[src/rtl/board_io_seq.sv]
`default_nettype none
// +--------------------------------------------------------------------------+
// | Module   : board_io_seq                                                  |
// | Brief    : Front-panel controller. Debounces three push-buttons, loads   |
// |            switch words into NLOAD slots in sequence, emits one-cycle    |
// |            manual-clock pulses, and steps the display through BLANK,     |
// |            NCH data channels and a lamp-test state. Fully clk-synchronous|
// | Revision : 1.0  initial release                                          |
// +--------------------------------------------------------------------------+
module board_io_seq #(
    parameter int W       = 32,
    parameter int NLOAD   = 3,
    parameter int NCH     = 4,
    parameter int DEB_CYC = 20,
    parameter int LIVE    = 0
) (
    input  logic                                          clk,
    input  logic                                          rst,
    input  logic [W-1:0]                                  sw,
    input  logic                                          load_en,
    input  logic                                          btn_load,
    input  logic                                          btn_step,
    input  logic                                          btn_clk,
    input  logic [NCH*W-1:0]                              ch_data,
    output logic [NLOAD*W-1:0]                            load_word,
    output logic [NLOAD-1:0]                              load_valid,
    output logic [((NLOAD > 1) ? $clog2(NLOAD) : 1)-1:0]  load_idx,
    output logic                                          load_stb,
    output logic                                          man_clk,
    output logic [$clog2(NCH+2)-1:0]                      disp_sel,
    output logic [W-1:0]                                  disp_data,
    output logic                                          disp_all8
);

    localparam int c_idx_w = (NLOAD > 1) ? $clog2(NLOAD) : 1;
    localparam int c_sel_w = $clog2(NCH + 2);
    localparam int c_cnt_w = $clog2(DEB_CYC + 1);
    localparam int c_nbtn  = 3;

    // Button positions inside the packed button vectors
    localparam int c_b_load = 0;
    localparam int c_b_step = 1;
    localparam int c_b_clk  = 2;

    localparam logic [c_cnt_w-1:0] c_cnt_last = c_cnt_w'(DEB_CYC - 1);
    localparam logic [c_idx_w-1:0] c_idx_last = c_idx_w'(NLOAD - 1);

    // Display state encoding: 0 blank, 1..NCH channel, NCH+1 lamp test
    localparam logic [c_sel_w-1:0] c_st_blank = '0;
    localparam logic [c_sel_w-1:0] c_st_lamp  = c_sel_w'(NCH + 1);

    logic [c_nbtn-1:0]  w_btn_raw;
    logic [c_nbtn-1:0]  r_sync1;
    logic [c_nbtn-1:0]  r_sync2;
    logic [c_nbtn-1:0]  w_deb;
    logic [c_nbtn-1:0]  r_deb_d;
    logic [c_nbtn-1:0]  w_press;

    logic [NLOAD*W-1:0] r_load_word;
    logic [NLOAD-1:0]   r_load_valid;
    logic [c_idx_w-1:0] r_load_idx;
    logic               r_load_stb;
    logic               r_man_clk;

    logic [c_sel_w-1:0] r_disp_sel;
    logic [c_sel_w-1:0] w_sel_next;
    logic [c_sel_w-1:0] w_mux_sel;
    logic [W-1:0]       w_mux_word;
    logic               w_mux_is_ch;
    logic               w_data_upd;
    logic [W-1:0]       r_disp_data;
    logic               r_disp_all8;

    assign w_btn_raw = {btn_clk, btn_step, btn_load};

    // Two-flop synchroniser on the raw buttons plus the delayed debounced level
    always_ff @(posedge clk or posedge rst) begin
        if (rst) begin
            r_sync1 <= '0;
            r_sync2 <= '0;
            r_deb_d <= '0;
        end else begin
            r_sync1 <= w_btn_raw;
            r_sync2 <= r_sync1;
            r_deb_d <= w_deb;
        end
    end

    generate
        for (genvar gi = 0; gi < c_nbtn; gi++) begin : g_btn
            logic [c_cnt_w-1:0] r_cnt;
            logic               r_deb;

            // Accept a level change only after DEB_CYC consecutive mismatches
            always_ff @(posedge clk or posedge rst) begin
                if (rst) begin
                    r_cnt <= '0;
                    r_deb <= 1'b0;
                end else if (r_sync2[gi] == r_deb) begin
                    r_cnt <= '0;
                end else if (r_cnt == c_cnt_last) begin
                    r_cnt <= '0;
                    r_deb <= r_sync2[gi];
                end else begin
                    r_cnt <= r_cnt + c_cnt_w'(1);
                end
            end

            assign w_deb[gi] = r_deb;
        end
    endgenerate

    // Rising edge of the debounced level only; releases are silent
    assign w_press = w_deb & ~r_deb_d;

    // Slot loader: capture into the current slot, then advance with wrap
    always_ff @(posedge clk or posedge rst) begin
        if (rst) begin
            r_load_word  <= '0;
            r_load_valid <= '0;
            r_load_idx   <= '0;
            r_load_stb   <= 1'b0;
        end else begin
            r_load_stb <= 1'b0;
            if (w_press[c_b_load] && load_en) begin
                for (int k = 0; k < NLOAD; k++) begin
                    if (r_load_idx == c_idx_w'(k)) begin
                        r_load_word[k*W +: W] <= sw;
                        r_load_valid[k]       <= 1'b1;
                    end
                end
                r_load_stb <= 1'b1;
                r_load_idx <= (r_load_idx == c_idx_last) ? '0 : r_load_idx + c_idx_w'(1);
            end
        end
    end

    // Manual clock is the registered clock-button press pulse
    always_ff @(posedge clk or posedge rst) begin
        if (rst) begin
            r_man_clk <= 1'b0;
        end else begin
            r_man_clk <= w_press[c_b_clk];
        end
    end

    assign w_sel_next = (r_disp_sel == c_st_lamp) ? c_st_blank : r_disp_sel + c_sel_w'(1);

    // Snapshot mode looks at the state being entered; live mode at the current one
    assign w_mux_sel  = (LIVE != 0) ? r_disp_sel : w_sel_next;
    assign w_data_upd = (LIVE != 0) ? 1'b1 : w_press[c_b_step];

    // Channel word selected by w_mux_sel, with a flag for the channel states
    always_comb begin
        w_mux_word  = '0;
        w_mux_is_ch = 1'b0;
        for (int k = 0; k < NCH; k++) begin
            if (w_mux_sel == c_sel_w'(k + 1)) begin
                w_mux_word  = ch_data[k*W +: W];
                w_mux_is_ch = 1'b1;
            end
        end
    end

    // Display state machine: one step per press, lamp wraps to blank
    always_ff @(posedge clk or posedge rst) begin
        if (rst) begin
            r_disp_sel  <= c_st_blank;
            r_disp_all8 <= 1'b0;
        end else if (w_press[c_b_step]) begin
            r_disp_sel  <= w_sel_next;
            r_disp_all8 <= (w_sel_next == c_st_lamp);
        end
    end

    // Display word: blank clears, channels load, lamp test holds the old word
    always_ff @(posedge clk or posedge rst) begin
        if (rst) begin
            r_disp_data <= '0;
        end else if (w_data_upd) begin
            if (w_mux_sel == c_st_blank) begin
                r_disp_data <= '0;
            end else if (w_mux_is_ch) begin
                r_disp_data <= w_mux_word;
            end
        end
    end

    assign load_word  = r_load_word;
    assign load_valid = r_load_valid;
    assign load_idx   = r_load_idx;
    assign load_stb   = r_load_stb;
    assign man_clk    = r_man_clk;
    assign disp_sel   = r_disp_sel;
    assign disp_data  = r_disp_data;
    assign disp_all8  = r_disp_all8;

endmodule
`default_nettype wire

[config.mk]
export PLATFORM = sky130hd
export DESIGN_NAME = board_io_seq
export DESIGN_NICKNAME = d
export VERILOG_FILES = /design/src/rtl/board_io_seq.sv
export SDC_FILE = /design/constraint.sdc
export NUM_CORES = 1
export LEC_CHECK = 0
export CAP_MARGIN = 15
export CORE_UTILIZATION = 35
export DETAILED_ROUTE_END_ITERATION = 8
export PLACE_DENSITY_LB_ADDON = 0.15
export SYNTH_ARGS = -nofsm -noshare
export SYNTH_HDL_FRONTEND = slang
export SYNTH_SLANG_ARGS = --single-unit
export TNS_END_PERCENT = 30
[constraint.sdc]
create_clock -name clk -period 6.7 [get_ports clk]
set_clock_uncertainty 0.05 [all_clocks]
set_input_delay 0.67 -clock clk [delete_from_list [all_inputs] [get_ports clk]]
set_output_delay 0.67 -clock clk [all_outputs]
set_load 0.03 [all_outputs]
==> flow_summary.ini, run 1 <==
[detailed_routing]
finalWirelength_mm = 20.6
remaining_drc_errors = 0
postRouteAntennaNets = 0
drt-initial-drc-count = 168
detailroute.via_count = 5349
drt_first_pass_iters = 4
routed_wire_length_per_instance_um = 19.1
post_drt_via_cell_ratio = 4.98

[floorplanning]
floorplan.die.width_um = 144
initial_utilization = 0.360
die_area_um2 = 20700
die_h_um = 144
coreArea_um2 = 19600
num_io_pins = 305
core.rowCount = 51

[synth]
synth_xor_xnor_area_share = 0.0161
post_synthesis_simple_gate_area_fraction = 0.0731
post_synth_inst_count = 501
postSynthNetCount = 670
yosys.cell_types.count = 32
synth-warning-count = 0
ys_ff_latch = 166
synth_area_um2 = 7050
avgSynthCellArea_um2 = 14.1
synth-seq-area-share = 0.589
yosys-mux-area-fraction = 0.166
synth_top_family_by_area = multiplexers
synth_fa_ha_area_frac = 0.00532
synth_compound_area_frac = 0.119

[job]
timing.max_cap.violations = 0

[placement]
dp_slack_ns = 3.84
placer_congestion_estimate = 0.755
io_buffer_count = 304
dp_hpwl_mm = 14.8

[timing]
slew_headroom = 0.276
setup_repair_after_global_routing_missed_its_margin = false
tns_ns = 0
achievable-frequency_mhz = 329
worst-slew-pin-transition_ns = 1.08
post-route-period-util = 0.454
setup_slack_ns = 3.66
setup_violations = 0
timing.final.crit_period_ns = 3.04
timing_max_transition_violations_final = 0
final_hold_viol_count = 0

[pwr]
p_total_mw = 2.14
vdd.ir_drop.worst_uv = 170
power.static_leakage_nw = 4.84
power_density_nw_per_um2 = 196

[global_route]
grt.met3_usage = 0.0770
gr-max-usage-layer = met2
grt_start_max_net_pins = 108
groute.layer.met2.usage = 0.346
wire_length_of_the_first_global_routing_pass_mm = 30.5
globalRoute.totalOverflow = 0
groute.layer.met1.usage = 0.219
total_global_routing_track_utilization = 0.196
grt_antenna_before_repair = 0
via_count_of_the_first_global_routing_pass = 5563

[setup_path]
crit_required_ns = 5.98
critical_setup_path_class = reg -> out
rrSetupSlack_ns = 3.87
cp-end-kind = primary output
worst-endpoint-arrival_ns = 2.32
critical_path_fanouts_max = 36
rr_worst_depth = 4
startpoint_type = register

[clocking]
clock_pin_slew_reported_for_the_worst_setup_and_hold_paths_after_clock_tree_synthesis_ns = 0.06
post-cts-setup-buffers = 0
holdBufCountCts = 0
cts_buffers = 17
tritoncts = yes
insertion_delay_ns = 0.42
clk_root_buffer_cell = sky130_fd_sc_hd__clkbuf_16
postCtsResizedCells = 0
ctsLongestPathBuffers = 2
htreeDepth = 4
numClockSinks = 166

[final_layout]
drive_gt1_frac = 0.180
multi_input_area_um2 = 2680
final_nets = 966
insertedDiodeCount = 0
layout-area-overhead-vs-synth_pct = 54.4
final_cell_mix = sky130_fd_sc_hd__clkdlybuf4s50_1, sky130_fd_sc_hd__dfrtp_1, sky130_fd_sc_hd__mux2_2, sky130_fd_sc_hd__nor2b_1
fillCellCount = 1667
layout.cells.most_common = sky130_fd_sc_hd__clkdlybuf4s50_1
layout.area.seq_um2 = 4160

[hold_path]
hold_class = reg -> reg
whs_path_depth = 0

[status]
status = finished clean
cell usage after synthesis:
master | n | area, um^2
sky130_fd_sc_hd__o2bb2ai_1 | 32 | 280
sky130_fd_sc_hd__mux2_1 | 2 | 22.5
sky130_fd_sc_hd__clkinv_4 | 1 | 8.76
sky130_fd_sc_hd__xor2_1 | 6 | 52.6
sky130_fd_sc_hd__a211oi_1 | 32 | 240
sky130_fd_sc_hd__ha_1 | 3 | 37.5
sky130_fd_sc_hd__inv_1 | 1 | 3.75
sky130_fd_sc_hd__buf_2 | 13 | 65.1
sky130_fd_sc_hd__buf_1 | 4 | 15.0
sky130_fd_sc_hd__nor2b_1 | 35 | 219
sky130_fd_sc_hd__o31ai_1 | 4 | 30.0
sky130_fd_sc_hd__a21o_1 | 1 | 7.51
sky130_fd_sc_hd__and2_1 | 6 | 37.5
sky130_fd_sc_hd__clkbuf_1 | 6 | 22.5
sky130_fd_sc_hd__or2_2 | 1 | 6.26
sky130_fd_sc_hd__or3b_1 | 1 | 8.76
sky130_fd_sc_hd__nor3_4 | 1 | 16.3
sky130_fd_sc_hd__nand3b_1 | 1 | 7.51
sky130_fd_sc_hd__mux2_2 | 91 | 1020
sky130_fd_sc_hd__nand2_1 | 9 | 33.8
sky130_fd_sc_hd__nand3_1 | 6 | 30.0
sky130_fd_sc_hd__xnor2_1 | 7 | 61.3
sky130_fd_sc_hd__mux2_4 | 8 | 120
sky130_fd_sc_hd__nand3b_4 | 3 | 60.1
sky130_fd_sc_hd__nor3_1 | 3 | 15.0
sky130_fd_sc_hd__dfrtp_1 | 166 | 4150
sky130_fd_sc_hd__nor2_1 | 10 | 37.5
sky130_fd_sc_hd__o221ai_1 | 32 | 280
sky130_fd_sc_hd__nand2b_1 | 5 | 31.3
sky130_fd_sc_hd__buf_6 | 9 | 101
sky130_fd_sc_hd__nor3b_2 | 1 | 12.5
sky130_fd_sc_hd__buf_4 | 1 | 7.51
where the power goes:
| part | switching (mW) | internal (mW) | leakage (nW) |
|---|---|---|---|
| Sequential | 0.00524 | 1.01 | 2.30 |
| Combinational | 0.0522 | 0.0990 | 2.25 |
| Clock | 0.429 | 0.544 | 0.287 |
| Total | 0.486 | 1.65 | 4.84 |
flip-flops by register name (all words and copies together), names as in the netlist:
name         count
disp_data       32
load_stb         1
r_sync2          3
load_valid       3
load_word       96
disp_all8        1
load_idx         2
disp_sel         3
man_clk          1
r_sync1          3
g_btn.r_deb      3
g_btn.r_cnt     15
r_deb_d          3
cell type report:
cell class,instances,area share
inverters,2,0.00161
multi-input cells,300,0.246
repair buffers,310,0.286
clock inverters,13,0.0130
clock buffers,19,0.0416
well taps,265,0.0305
flip-flops and latches,166,0.382
critical path, stage by stage, from the launching register on:
cell	delay (ns)
sky130_fd_sc_hd__dfrtp_2	0.70
sky130_fd_sc_hd__buf_4	0.45
sky130_fd_sc_hd__clkdlybuf4s50_1	0.75
routing by layer:
layer | vias up | part of all wire
met3 | 21 | 0.095
met1 | 2668 | 0.38
met4 | 0 | 0.011
met5 | - | 0
li1 | 2451 | -
met2 | 209 | 0.51
path summary, 6_finish.rpt:
check                            startpoint       endpoint
min in group asynchronous               rst  load_word[84]
worst min register to register   r_sync1[1]     r_sync2[1]
worst min-delay path             r_sync1[1]     r_sync2[1]
worst max-delay path            disp_sel[1]    disp_sel[1]
max in group asynchronous               rst     r_sync1[2]
worst max register to register  disp_sel[1]  disp_data[12]
logic make-up after synthesis:
kind of cell	count (synthesis)
simple gates	82
fa+ha+maj	3
xor+xnor	13
mux	101
compound gates	101
buf+inv	35
flops	166
through the flow:
| stage | cell area (um^2) | instances | utilization | hold slack, ns |
|---|---|---|---|---|
| detailed placement | 10300 | 1043 | 0.525 | 0.290 |
| global route | 10900 | 1075 | 0.556 | 0.330 |
| CTS | 10900 | 1075 | 0.556 | 0.312 |
| global placement | 10300 | 1042 | 0.524 | 0.285 |
| finish | 10900 | 1075 | 0.556 | 0.310 |
| floorplan | 7050 | 501 | - | 0.281 |
Power figures use the tool's default switching activity.
==> inputs of run 2 (changes only) <==
clock period = 2.6 ns   (was 6.7 ns; I/O delays follow)
==> run 2 against run 1 <==
  * Worst hold slack got worse by 0.084 ns
  * Routed wire length about the same
  * Sequential cell count unchanged
  * Utilization increased by 0.43 points
  * Sequential power increased to 2.6 times the previous value
  * Cell count increased by 0.65%
  * Via count increased by 0.49%
  * Sequential share of layout area decreased by 0.29 points
  * Die area unchanged
  * Final area increased by 0.77%
  * Critical endpoint unchanged
  * Largest cell class unchanged
==> flow_summary.ini, run 2 (synthesis gave the netlist of run 1 again) <==
[status]
status = finished clean

[detailed_routing]
post_drt_via_cell_ratio = 4.97
finalWirelength_mm = 20.6
detailroute.via_count = 5375
remaining_drc_errors = 0
drt-initial-drc-count = 194
drt_first_pass_iters = 4
routed_wire_length_per_instance_um = 19.0
postRouteAntennaNets = 0

[floorplanning]
floorplan.die.width_um = 144
die_h_um = 144
coreArea_um2 = 19600
num_io_pins = 305
core.rowCount = 51
initial_utilization = 0.360
die_area_um2 = 20700

[pwr]
vdd.ir_drop.worst_uv = 422
power_density_nw_per_um2 = 515
p_total_mw = 5.65
power.static_leakage_nw = 4.89

[timing]
post-route-period-util = 0.841
setup_violations = 0
final_hold_viol_count = 0
worst-slew-pin-transition_ns = 0.582
achievable-frequency_mhz = 457
timing.final.crit_period_ns = 2.19
slew_headroom = 0.612
timing_max_transition_violations_final = 0
setup_repair_after_global_routing_missed_its_margin = false
tns_ns = 0

[global_route]
grt_antenna_before_repair = 0
wire_length_of_the_first_global_routing_pass_mm = 31.0
via_count_of_the_first_global_routing_pass = 5680
globalRoute.totalOverflow = 0
grt_start_max_net_pins = 107
total_global_routing_track_utilization = 0.198

[setup_path]
cp_cell_sequence = clkdlybuf4s50_1
critical_setup_path_class = reg -> out
startpoint_type = register
cp_top_family = buffers and inverters
timing.critical_path.slowest_cell_delay_ns = 0.78
rrSetupSlack_ns = 0.66
crit_required_ns = 2.29
worst-path-buf-inv = 1
timing.critical_path.slowest_stage_cell = sky130_fd_sc_hd__clkdlybuf4s50_1
critical_path_fanouts_max = 26
worst-endpoint-arrival_ns = 1.88
cp-end-kind = primary output

[final_layout]
layout-area-overhead-vs-synth_pct = 55.6
final_cell_mix = sky130_fd_sc_hd__clkdlybuf4s50_1, sky130_fd_sc_hd__dfrtp_1, sky130_fd_sc_hd__mux2_2, sky130_fd_sc_hd__nor2b_1
insertedDiodeCount = 0
layout.cells.most_common = sky130_fd_sc_hd__clkdlybuf4s50_1
final_nets = 973
largest_register_ff_count = 96
drive_gt1_frac = 0.187
design_area_um2 = 11000

[clocking]
clk_root_buffer_cell = sky130_fd_sc_hd__clkbuf_16
post-cts-setup-buffers = 0
tritoncts = yes
holdBufCountCts = 0
postCtsResizedCells = 0
numClockSinks = 166
cts_buffers = 17
clock_pin_slew_reported_for_the_worst_setup_and_hold_paths_after_clock_tree_synthesis_ns = 0.06
insertion_delay_ns = 0.42
ctsLongestPathBuffers = 2
htreeDepth = 4

[job]
timing.max_cap.violations = 0

[placement]
placed_area_um2 = 10300
io_buffer_count = 304
dp_hpwl_mm = 15.2
placer_congestion_estimate = 0.773

[hold_path]
hold_class = in -> reg
-- run 2: worst paths after layout --
path / startpoint / end / depth (start not counted)
max: disp_sel[1] / disp_sel[1] / 1
min: btn_clk / r_sync1[2] / 1
max reg2reg: disp_sel[1] / disp_data[18] / 4
min reg2reg: r_sync1[0] / r_sync2[0] / 0
max in group asynchronous: rst / load_word[41] / 3
min in group asynchronous: rst / disp_data[1] / 3
-- run 2: worst reg2reg max path: cells and delay by family (launching register included) --
family,cells,cell delay (ns)
DFF,1,0.67
and+or+nand+nor,1,0.45
AOI/OAI and AO/OA,2,0.37
buffers and inverters,1,0.31
-- run 2: metal layers --
metal / track usage / up-vias / part of all wire
met2: 0.361 / 216 / 0.52
met4: 0.0515 / 0 / 0.013
li1: - / 2466 / -
met5: 0 / - / 0
met1: 0.213 / 2672 / 0.38
met3: 0.0726 / 21 / 0.090
-- run 2: report_power, final --
part,leakage (nW),switching [mW],total [mW],internal (mW)
clock network,0.310,1.06,2.64,1.58
registers,2.30,0.0131,2.61,2.60
logic,2.28,0.132,0.393,0.260
total,4.89,1.21,5.65,4.44
-- run 2: cell type report --
type                       count  area [um^2]
fill                        1650         8620
clock buffer                  19          453
clock inverter                13          169
inverter                       2         16.3
multi-input combinational    300         2680
timing repair buffer         317         3170
sequential                   166         4160
tap                          265          332
-- run 2: stage by stage --
stage	std cells	hold WS (ns)	util	setup slack, ns
2_1_floorplan	501	0.241	-	0.177
3_3_place_gp	1050	0.284	0.528	0.530
3_5_place_dp	1050	0.291	0.528	0.475
4_1_cts	1082	0.211	0.560	0.369
5_1_grt	1082	0.225	0.560	0.330
6_report	1082	0.225	0.560	0.414
